**config.mk**
```make
export PLATFORM = sky130hd
export DESIGN_NAME = a2d_scan_sched
export DESIGN_NICKNAME = d
export VERILOG_FILES = /design/src/rtl/a2d_scan_sched.sv
export SDC_FILE = /design/constraint.sdc
export NUM_CORES = 1
export LEC_CHECK = 0
export CELL_PAD_IN_SITES_DETAIL_PLACEMENT = 0
export CELL_PAD_IN_SITES_GLOBAL_PLACEMENT = 2
export CORE_AREA = 2 2 126 159
export DETAILED_ROUTE_END_ITERATION = 10
export DIE_AREA = 0 0 128 161
export GPL_TIMING_DRIVEN = 0
export PLACE_DENSITY = 0.76
export SETUP_SLACK_MARGIN = 0.02
export SLEW_MARGIN = 20
export SYNTH_ARGS = -nofsm -noshare
export SYNTH_HDL_FRONTEND = slang
export SYNTH_SLANG_ARGS = --single-unit
```
**constraint.sdc**
```tcl
create_clock -name clk -period 3.2 [get_ports clk]
set_input_delay 0.64 -clock clk [delete_from_list [all_inputs] [get_ports clk]]
set_output_delay 0.64 -clock clk [all_outputs]
set_load 0.05 [all_outputs]
```
**src/rtl/a2d_scan_sched.sv**
```systemverilog
// Scan/single-shot sequencer in front of A2D_intf: walks the enabled line-sensor
// channels in ascending order into a register file and slots host single-shots between scans.
module a2d_scan_sched #(
   parameter int NUM_CH  = 8,
   parameter int GAP     = 4,
   parameter int TIMEOUT = 2048
) (
   input  logic        clk,
   input  logic        rst_n,
   input  logic        scan_en,
   input  logic        cont,
   input  logic [7:0]  ch_mask,
   input  logic        ss_req,
   input  logic [2:0]  ss_ch,
   output logic        ss_ack,
   output logic [11:0] ss_res,
   output logic        strt_cnv,
   output logic [2:0]  chnnl,
   input  logic        cnv_cmplt,
   input  logic [11:0] res,
   input  logic [2:0]  rd_ch,
   output logic [11:0] rd_data,
   output logic        frame_done,
   output logic        busy,
   output logic        tmo_err
);
   typedef enum logic [2:0] {S_IDLE, S_GAP, S_START, S_WAIT, S_STORE} state_e;

   localparam logic [7:0] CH_VALID = 8'(8'hFF >> (8 - NUM_CH));
   localparam int         GW       = $clog2(GAP + 1);
   localparam int         TW       = $clog2(TIMEOUT + 1);

   // Returns {found, index} of the lowest set bit of m at or above position from.
   function automatic logic [3:0] first_at_or_above(input logic [7:0] m, input logic [3:0] from);
      logic [3:0] r;
      r = 4'h0;
      for (int i = 7; i >= 0; i--)
         if (m[i] && (i >= int'(from))) r = {1'b1, 3'(i)};
      return r;
   endfunction

   state_e        state_q, state_d;
   logic [7:0]    mask_q, mask_d;
   logic [2:0]    ptr_q, ptr_d;
   logic [2:0]    cur_ch_q, cur_ch_d;
   logic          cur_ss_q, cur_ss_d;
   logic          frame_act_q, frame_act_d;
   logic          hold_q, hold_d;
   logic [GW-1:0] gap_cnt_q, gap_cnt_d;
   logic [TW-1:0] tmo_cnt_q, tmo_cnt_d;
   logic          skip_q, skip_d;
   logic          tmo_err_q, tmo_err_d;
   logic [11:0]   res_q, res_d;
   logic [11:0]   ss_res_q, ss_res_d;
   logic          cnv_cmplt_q;
   logic [11:0]   rf_q [8];
   logic          rf_we;
   logic          last_ch;
   logic [3:0]    lowest;
   logic [3:0]    nxt;

   always_ff @(posedge clk or negedge rst_n) begin
      if (!rst_n) begin
         state_q     <= S_IDLE;
         mask_q      <= '0;
         ptr_q       <= '0;
         cur_ch_q    <= '0;
         cur_ss_q    <= 1'b0;
         frame_act_q <= 1'b0;
         hold_q      <= 1'b0;
         gap_cnt_q   <= '0;
         tmo_cnt_q   <= '0;
         skip_q      <= 1'b0;
         tmo_err_q   <= 1'b0;
         res_q       <= '0;
         ss_res_q    <= '0;
         cnv_cmplt_q <= 1'b0;
         // NOTE: the register file is small and must read 0 after reset, so it is reset like any flop.
         for (int i = 0; i < 8; i++) rf_q[i] <= '0;
      end else begin
         state_q     <= state_d;
         mask_q      <= mask_d;
         ptr_q       <= ptr_d;
         cur_ch_q    <= cur_ch_d;
         cur_ss_q    <= cur_ss_d;
         frame_act_q <= frame_act_d;
         hold_q      <= hold_d;
         gap_cnt_q   <= gap_cnt_d;
         tmo_cnt_q   <= tmo_cnt_d;
         skip_q      <= skip_d;
         tmo_err_q   <= tmo_err_d;
         res_q       <= res_d;
         ss_res_q    <= ss_res_d;
         cnv_cmplt_q <= cnv_cmplt;
         if (rf_we) rf_q[ptr_q] <= res_q;
      end
   end

   always_comb begin
      // NOTE: every signal assigned here gets a default first so no latch is inferred.
      state_d     = state_q;
      mask_d      = mask_q;
      ptr_d       = ptr_q;
      cur_ch_d    = cur_ch_q;
      cur_ss_d    = cur_ss_q;
      frame_act_d = frame_act_q;
      hold_d      = hold_q && scan_en && !cont;
      gap_cnt_d   = gap_cnt_q;
      tmo_cnt_d   = tmo_cnt_q;
      skip_d      = skip_q;
      tmo_err_d   = tmo_err_q;
      res_d       = res_q;
      ss_res_d    = ss_res_q;
      rf_we       = 1'b0;
      last_ch     = 1'b0;
      nxt         = 4'h0;
      lowest      = first_at_or_above(ch_mask & CH_VALID, 4'd0);
      case (state_q)
         S_IDLE: begin
            gap_cnt_d = '0;
            if (ss_req) begin
               cur_ss_d = 1'b1;
               cur_ch_d = ss_ch;
               state_d  = S_GAP;
            end else if (scan_en && lowest[3] && !hold_q) begin
               mask_d      = ch_mask & CH_VALID;
               ptr_d       = lowest[2:0];
               cur_ch_d    = lowest[2:0];
               cur_ss_d    = 1'b0;
               frame_act_d = 1'b1;
               state_d     = S_GAP;
            end
         end
         S_GAP: begin
            if (gap_cnt_q == GW'(GAP - 1)) state_d = S_START;
            else                           gap_cnt_d = gap_cnt_q + 1'b1;
         end
         S_START: begin
            tmo_cnt_d = '0;
            state_d   = S_WAIT;
         end
         S_WAIT: begin
            if (cnv_cmplt && !cnv_cmplt_q) begin
               res_d   = res;
               skip_d  = 1'b0;
               state_d = S_STORE;
               if (cur_ss_q) ss_res_d = res;
            end else if (tmo_cnt_q == TW'(TIMEOUT - 1)) begin
               skip_d    = 1'b1;
               tmo_err_d = 1'b1;
               state_d   = S_STORE;
            end else begin
               tmo_cnt_d = tmo_cnt_q + 1'b1;
            end
         end
         S_STORE: begin
            gap_cnt_d = '0;
            if (cur_ss_q) begin
               frame_act_d = frame_act_q && scan_en;
            end else begin
               rf_we   = !skip_q;
               nxt     = first_at_or_above(mask_q, {1'b0, ptr_q} + 4'd1);
               last_ch = !nxt[3];
               if (!last_ch) begin
                  ptr_d       = nxt[2:0];
                  frame_act_d = scan_en;
               end else if (cont && scan_en && lowest[3]) begin
                  mask_d      = ch_mask & CH_VALID;
                  ptr_d       = lowest[2:0];
                  frame_act_d = 1'b1;
               end else begin
                  frame_act_d = 1'b0;
                  hold_d      = scan_en && !cont;
               end
            end
            // The requester still holds ss_req during its own ack, so only a scan slot lets a new one in.
            if (ss_req && !cur_ss_q) begin
               cur_ss_d = 1'b1;
               cur_ch_d = ss_ch;
               state_d  = S_GAP;
            end else if (frame_act_d) begin
               cur_ss_d = 1'b0;
               cur_ch_d = ptr_d;
               state_d  = S_GAP;
            end else begin
               cur_ss_d = 1'b0;
               state_d  = S_IDLE;
            end
         end
         default: state_d = S_IDLE;
      endcase
   end

   always_comb begin
      strt_cnv   = (state_q == S_START);
      chnnl      = cur_ch_q;
      ss_ack     = (state_q == S_STORE) && cur_ss_q;
      frame_done = (state_q == S_STORE) && !cur_ss_q && last_ch;
      busy       = (state_q != S_IDLE);
      ss_res     = ss_res_q;
      tmo_err    = tmo_err_q;
      rd_data    = rf_q[rd_ch];
   end

endmodule
```
==> results.json, run 1 <==
{
  "clock_sinks": 158,
  "clk_pin_slew_worst_paths_ps": 60,
  "cts_buffers": 17,
  "hold_viol_final": 0,
  "io_pins": 64,
  "start_util_pct": 40.2,
  "fmax_ghz": 0.323,
  "ir_drop_mv": 0.432,
  "drv_cap": 0,
  "synth_cell_types": 65,
  "hpwl_um": 11900,
  "htreeDepth": 4,
  "async_flop_share_pct": 100,
  "synth-warning-count": 0,
  "via_per_inst": 5.47,
  "dieArea_sq_mm": 0.0206,
  "crit_type": "in2out",
  "synth_area_leaders": "dfrtp_1 51%, mux2_2 18%, mux4_2 7.0%",
  "insertion_delay_ps": 420,
  "fin_nets": 685,
  "max-clock-path-buffers": 2,
  "cp.required_ps": 2560,
  "status": "finished, final reports clean",
  "wire_per_inst_um": 19.3,
  "globalplace.congestion": 0.781,
  "synth_seq_cells": 158,
  "coreArea_sq_mm": 0.0191,
  "syn_inst": 564,
  "p_leak_uw": 0.00428,
  "setup_slack_ps": 102,
  "r2r_cells": 9,
  "yosysTopAreaCellShare_pct": 51.5,
  "hp-class": "in2async",
  "grt_max_degree": 97,
  "drt_wl_total_um": 17300,
  "worstSetupStartpointType": "primary input",
  "reg2reg_slack_ps": 540,
  "cts_tree": "built",
  "worstPathArrival_ps": 2460,
  "rows": 57,
  "grt_setup_unrepaired": "no",
  "period_share_pct": 96.8,
  "synthTopCellsByCount": "158 x dfrtp_1, 123 x mux2_2, 28 x nor2_1",
  "antenna_found_initial": 0,
  "die_y_um": 161,
  "place_ws_ps": -557,
  "synth_edf_count": 0,
  "path_max_fanout": 10,
  "p_total_uw": 6580,
  "endpoint_kind": "output pin",
  "fill_cells": 1736,
  "drt-pass1-iter-count": 5,
  "r2r_start": "ptr_q[0]$_DFFE_PN0P_",
  "synth_area_leader_cell": "dfrtp_1",
  "grt_usage_pct": 17.8,
  "cts-root-buf": "clkbuf_16",
  "synth.avg_cell_area_sq_um": 13.6,
  "grt_pass1_wl_um": 28300,
  "grt_pass1_vias": 5190,
  "synth_area_sq_mm": 0.00768,
  "die_w_um": 128,
  "ant_nets": 0,
  "synth_nets": 602,
  "report.final.slew_viol_count": 0,
  "vias": 4882,
  "max_slew_margin_pct": 59.6,
  "ys_seq_area_share_pct": 51.5,
  "cts_hold_buffers": 0,
  "min_period_ps": 3100,
  "synthToLayoutAreaGrowth_pct": 19.6,
  "drc": 0,
  "p_per_area_mw_per_mm2": 717,
  "r2r-end": "chnnl[1]$_DFFE_PN0P_",
  "synth_top_flop_cell": "dfrtp_1",
  "drtIter0Drc": 231,
  "yosysMostFrequentCell": "dfrtp_1",
  "final.setup_skew_ps": 11.4,
  "drive_above_1_share_pct": 37.8,
  "tightest_slew_ps": 603,
  "num_antenna_cells": 0,
  "io_buffers": 60,
  "grt_overflow": 0,
  "setup_viol": 0
}
-- power breakdown --
group	leakage [uW]	switching, uW	internal [uW]	total (uW)
Sequential	0.00212	404	2370	2770
Clock	0.000261	760	1090	1850
Combinational	0.00190	1120	845	1960
-- metal layers --
layer / vias to the layer above / global-route usage (%) / routed length (um)
li1: 2239 / - / -
met1: 2524 / 22.8 / 7580
met2: 98 / 30.5 / 8850
met3: 21 / 3.25 / 572
met4: 0 / 5.64 / 252
met5: - / 0 / 0
-- critical path: stages --
cell           delay [ps]
buf_1                 300
clkbuf_2              430
mux4_2                370
mux2_2                280
dlygate4sd2_1         420
-- state kept, by name, indices dropped and copies added, names as in the netlist, 8 cells and up --
register and count:
rf_q 96, tmo_cnt_q 12, ss_res 12, res_q 12, mask_q 8
-- layout by cell type, fill, tap and decap left out, types with 11 or more instances in the layout --
| cell type | count |
|---|---|
| clkbuf_16 | 17 |
| nand3_1 | 11 |
| nand2_1 | 25 |
| dlygate4sd2_1 | 13 |
| nor2_1 | 27 |
| mux2_2 | 123 |
| o21ai_0 | 18 |
| clkdlybuf4s50_1 | 44 |
| a21oi_1 | 16 |
| mux4_2 | 24 |
| dfrtp_1 | 156 |
| mux2_4 | 18 |
| inv_1 | 13 |
-- worst max path at each step --
stage                               from                       end  slack [ps]  cells after the start
CTS                 ptr_q[1]$_DFFE_PN0P_                frame_done        -180                      9
detailed placement              rd_ch[0]                rd_data[8]        -560                      5
finish                          rd_ch[1]                rd_data[7]         100                      5
global route                    rd_ch[0]               rd_data[10]          40                      5
global placement                   rst_n  tmo_cnt_q[2]$_DFFE_PN0P_       -4810                      1
floorplan           ptr_q[1]$_DFFE_PN0P_                frame_done         270                      8
-- kinds of logic (layout without fill, tap and decap cells) --
| logic type | Yosys count | count (layout) | synth area share (%) |
|---|---|---|---|
| AND/OR/NAND/NOR | 110 | 110 | 8.37 |
| AO/OA/AOI/OAI | 76 | 76 | 6.81 |
| flip-flops | 158 | 158 | 51.5 |
| buffers and inverters | 40 | 132 | 2.74 |
| adder cells (fa/ha/maj) | 6 | 6 | 0.977 |
| XOR/XNOR | 8 | 8 | 0.912 |
| multiplexers | 166 | 166 | 28.7 |
-- stage by stage --
stage	hold slack [ps]	utilization, %	instance area (sq um)	instances	setup TNS (ps)
finish	166	48.0	9180	892	0
global route	184	48.0	9180	892	0
CTS	175	47.7	9130	889	-176
detailed placement	470	45.0	8610	861	-6830
global placement	481	44.9	8580	860	-762870
floorplan	344	-	7680	564	0
-- cell type report --
| cell class | instances | area (sq um) | area share (%) |
|---|---|---|---|
| buffer | 26 | 171 | 1.87 |
| clock buffer | 21 | 460 | 5.01 |
| clock inverter | 7 | 66.3 | 0.722 |
| inverter | 14 | 56.3 | 0.613 |
| multi-input combinational | 366 | 3540 | 38.6 |
| sequential | 158 | 3960 | 43.1 |
| tap | 236 | 295 | 3.22 |
| timing repair buffer | 64 | 636 | 6.92 |
-- repair_timing --
| action | CTS | global route |
|---|---|---|
| buffers inserted | 0 | 3 |
| pin swaps | 0 | 1 |
| setup endpoints to repair | 15 | 2 |
| resized for setup | 27 | 13 |
No activity file was read; power rests on OpenSTA's default activity.
==> inputs of run 2 (changes only) <==
ABC_CLOCK_PERIOD_IN_PS = 3200   (was not set)
==> results of run 2 <==
Same layout as run 1: the final DEF is identical, and so are final timing and power.
==> inputs of run 3 (changes only) <==
CTS_CLUSTER_SIZE = 28   (was not set)
RECOVER_POWER = 25   (was not set)
==> run 3 against run 2 <==
Compared with the run above:
- the run now ends with max-capacitance violations, max-slew violations left
- wire length is essentially flat
- worst hold slack improved by 330 ps
- final area shrank 0.11%
- total power barely moved
- critical path depth did not move
- combinational power about the same
- sequential share of layout area hardly changed
- register-to-register slack about the same
- non-clock buffer count did not move
- global-route usage unchanged
- clock power about the same
==> results.json, run 3 (synthesis results as in run 1) <==
{
  "status": "complete, but fails checks",
  "violations": "max-capacitance violations, max-slew violations",
  "instances_no_fill": 892,
  "globalplace.congestion": 0.781,
  "p_per_area_mw_per_mm2": 718,
  "grt_overflow": 0,
  "drtIter0Drc": 231,
  "layout_common_cells": "156 x dfrtp_1, 123 x mux2_2, 43 x clkdlybuf4s50_1, 27 x nor2_1, 25 x nand2_1",
  "critPathMaxStageDelay_ps": 430,
  "regMostFlops": "rf_q",
  "path_max_fanout": 10,
  "synthToLayoutAreaGrowth_pct": 19.4,
  "post-route-util_pct": 48.0,
  "cp.required_ps": 2560,
  "num_antenna_cells": 0,
  "postLayoutCellArea_sq_mm": 0.00917,
  "worstSetupStartpointType": "primary input",
  "largest_reg_flops": 96,
  "drt-pass1-iter-count": 5,
  "hp-class": "reg2reg",
  "fin_nets": 685,
  "coreArea_sq_mm": 0.0191,
  "worstPathArrival_ps": 2460,
  "die_w_um": 128,
  "insertion_delay_ps": 420,
  "setup_viol": 0,
  "path_cells": "buf_1, clkbuf_2, mux4_2, mux2_2, dlygate4sd2_1",
  "final_common_cell": "dfrtp_1",
  "io_buffers": 60,
  "cts_tree": "built",
  "placed_cell_area_sq_mm": 0.00861,
  "fmax_ghz": 0.323,
  "cts_hold_buffers": 0,
  "p_leak_uw": 0.00428,
  "clk_pin_slew_worst_paths_ps": 60,
  "grt_usage_pct": 17.8,
  "report.final.slew_viol_count": 63,
  "cts_buffers": 17,
  "rows": 57,
  "endpoint_kind": "output pin",
  "drc": 0,
  "dieArea_sq_mm": 0.0206,
  "wire_per_inst_um": 19.3,
  "cp_slowest_cell": "clkbuf_2",
  "hold_ws_ps": 493,
  "start_util_pct": 40.2,
  "grt_pass1_vias": 5190,
  "dp.cells": 861,
  "die_y_um": 161,
  "max_slew_margin_pct": -9.44,
  "drive_above_1_share_pct": 37.8,
  "drv_cap": 1,
  "hpwl_um": 11900,
  "cp_num_buf_inv": 3,
  "htreeDepth": 4,
  "io_pins": 64,
  "fill_cells": 1737,
  "min_period_ps": 3100,
  "ir_drop_mv": 0.432,
  "grt_pass1_wl_um": 28300,
  "final.setup_skew_ps": 11.4,
  "p_total_uw": 6580,
  "max-clock-path-buffers": 2,
  "tightest_slew_ps": 1640,
  "grt_max_degree": 97,
  "cts-root-buf": "clkbuf_16",
  "critical-path-top-delay-family": "buffers and inverters",
  "vias": 4882,
  "clock_sinks": 158,
  "antenna_found_initial": 0,
  "crit_type": "in2out",
  "via_per_inst": 5.47,
  "hold_viol_final": 0,
  "drt_wl_total_um": 17300,
  "period_share_pct": 96.9,
  "ant_nets": 0,
  "grt_setup_unrepaired": "no"
}
run 3: cell types whose count changed in the layout (fill, tap and decap cells not counted):
cell / previous run / this run
buf_8: 1 / 0
clkbuf_2: 5 / 6
clkdlybuf4s50_1: 44 / 43
dlygate4sd3_1: 0 / 1
run 3: repair_timing:
action,in CTS,in global routing
endpoints found under the hold margin,0,0
endpoints found under the setup margin,15,2
setup buffers,0,3
pin swaps,0,1
resized for setup,27,13
run 3: final timing paths:
kind | to | slack, ps | cells past startpoint | startpoint
max reg2reg | chnnl[1]$_DFFE_PN0P_ | 540 | 9 | ptr_q[0]$_DFFE_PN0P_
max | rd_data[7] | 100 | 5 | rd_ch[1]
min | tmo_err$_DFFE_PN0P_ | 490 | 1 | tmo_err$_DFFE_PN0P_
min in group asynchronous | res_q[5]$_DFFE_PN0P_ | 650 | 1 | rst_n
max in group asynchronous | rf_q[49]$_DFFE_PN0P_ | 1360 | 2 | rst_n
min reg2reg | tmo_err$_DFFE_PN0P_ | 490 | 1 | tmo_err$_DFFE_PN0P_
run 3: layer usage:
metal	global-route usage, %	vias up	part of all wire (%)
met1	22.8	2524	44
met3	3.25	21	3.3
met5	0	-	0
li1	-	2239	-
met4	5.64	0	1.5
met2	30.5	98	51
run 3: worst register-to-register path: cells and delay by family (launching register included):
kind / cells / cell delay (ps)
adders and majority gates: 1 / 230
xor gates and xnor gates: 1 / 320
AOI/OAI and AO/OA: 6 / 1410
DFF: 1 / 440
buffers and inverters: 1 / 150
run 3: per-stage QoR:
step	setup WS, ps	TNS [ps]
finish	100	0
global placement	-4810	-762870
global route	38.1	0
CTS	-176	-176
detailed placement	-557	-6830
floorplan	268	0
run 3: layout make-up:
| cell class | instances | area, sq um | area share [%] |
|---|---|---|---|
| Buffer | 26 | 171 | 1.87 |
| Sequential cell | 158 | 3960 | 43.1 |
| Clock buffer | 21 | 460 | 5.02 |
| Timing Repair Buffer | 64 | 626 | 6.82 |
| Multi-Input combinational cell | 366 | 3540 | 38.6 |
| Inverter | 14 | 56.3 | 0.614 |
| Clock inverter | 7 | 66.3 | 0.723 |
| Tap cell | 236 | 295 | 3.22 |
run 3: where the power goes:
part	leakage (uW)	switching (uW)	internal [uW]
Clock	0.000261	760	1090
Combinational	0.00190	1120	843
Sequential	0.00212	404	2370
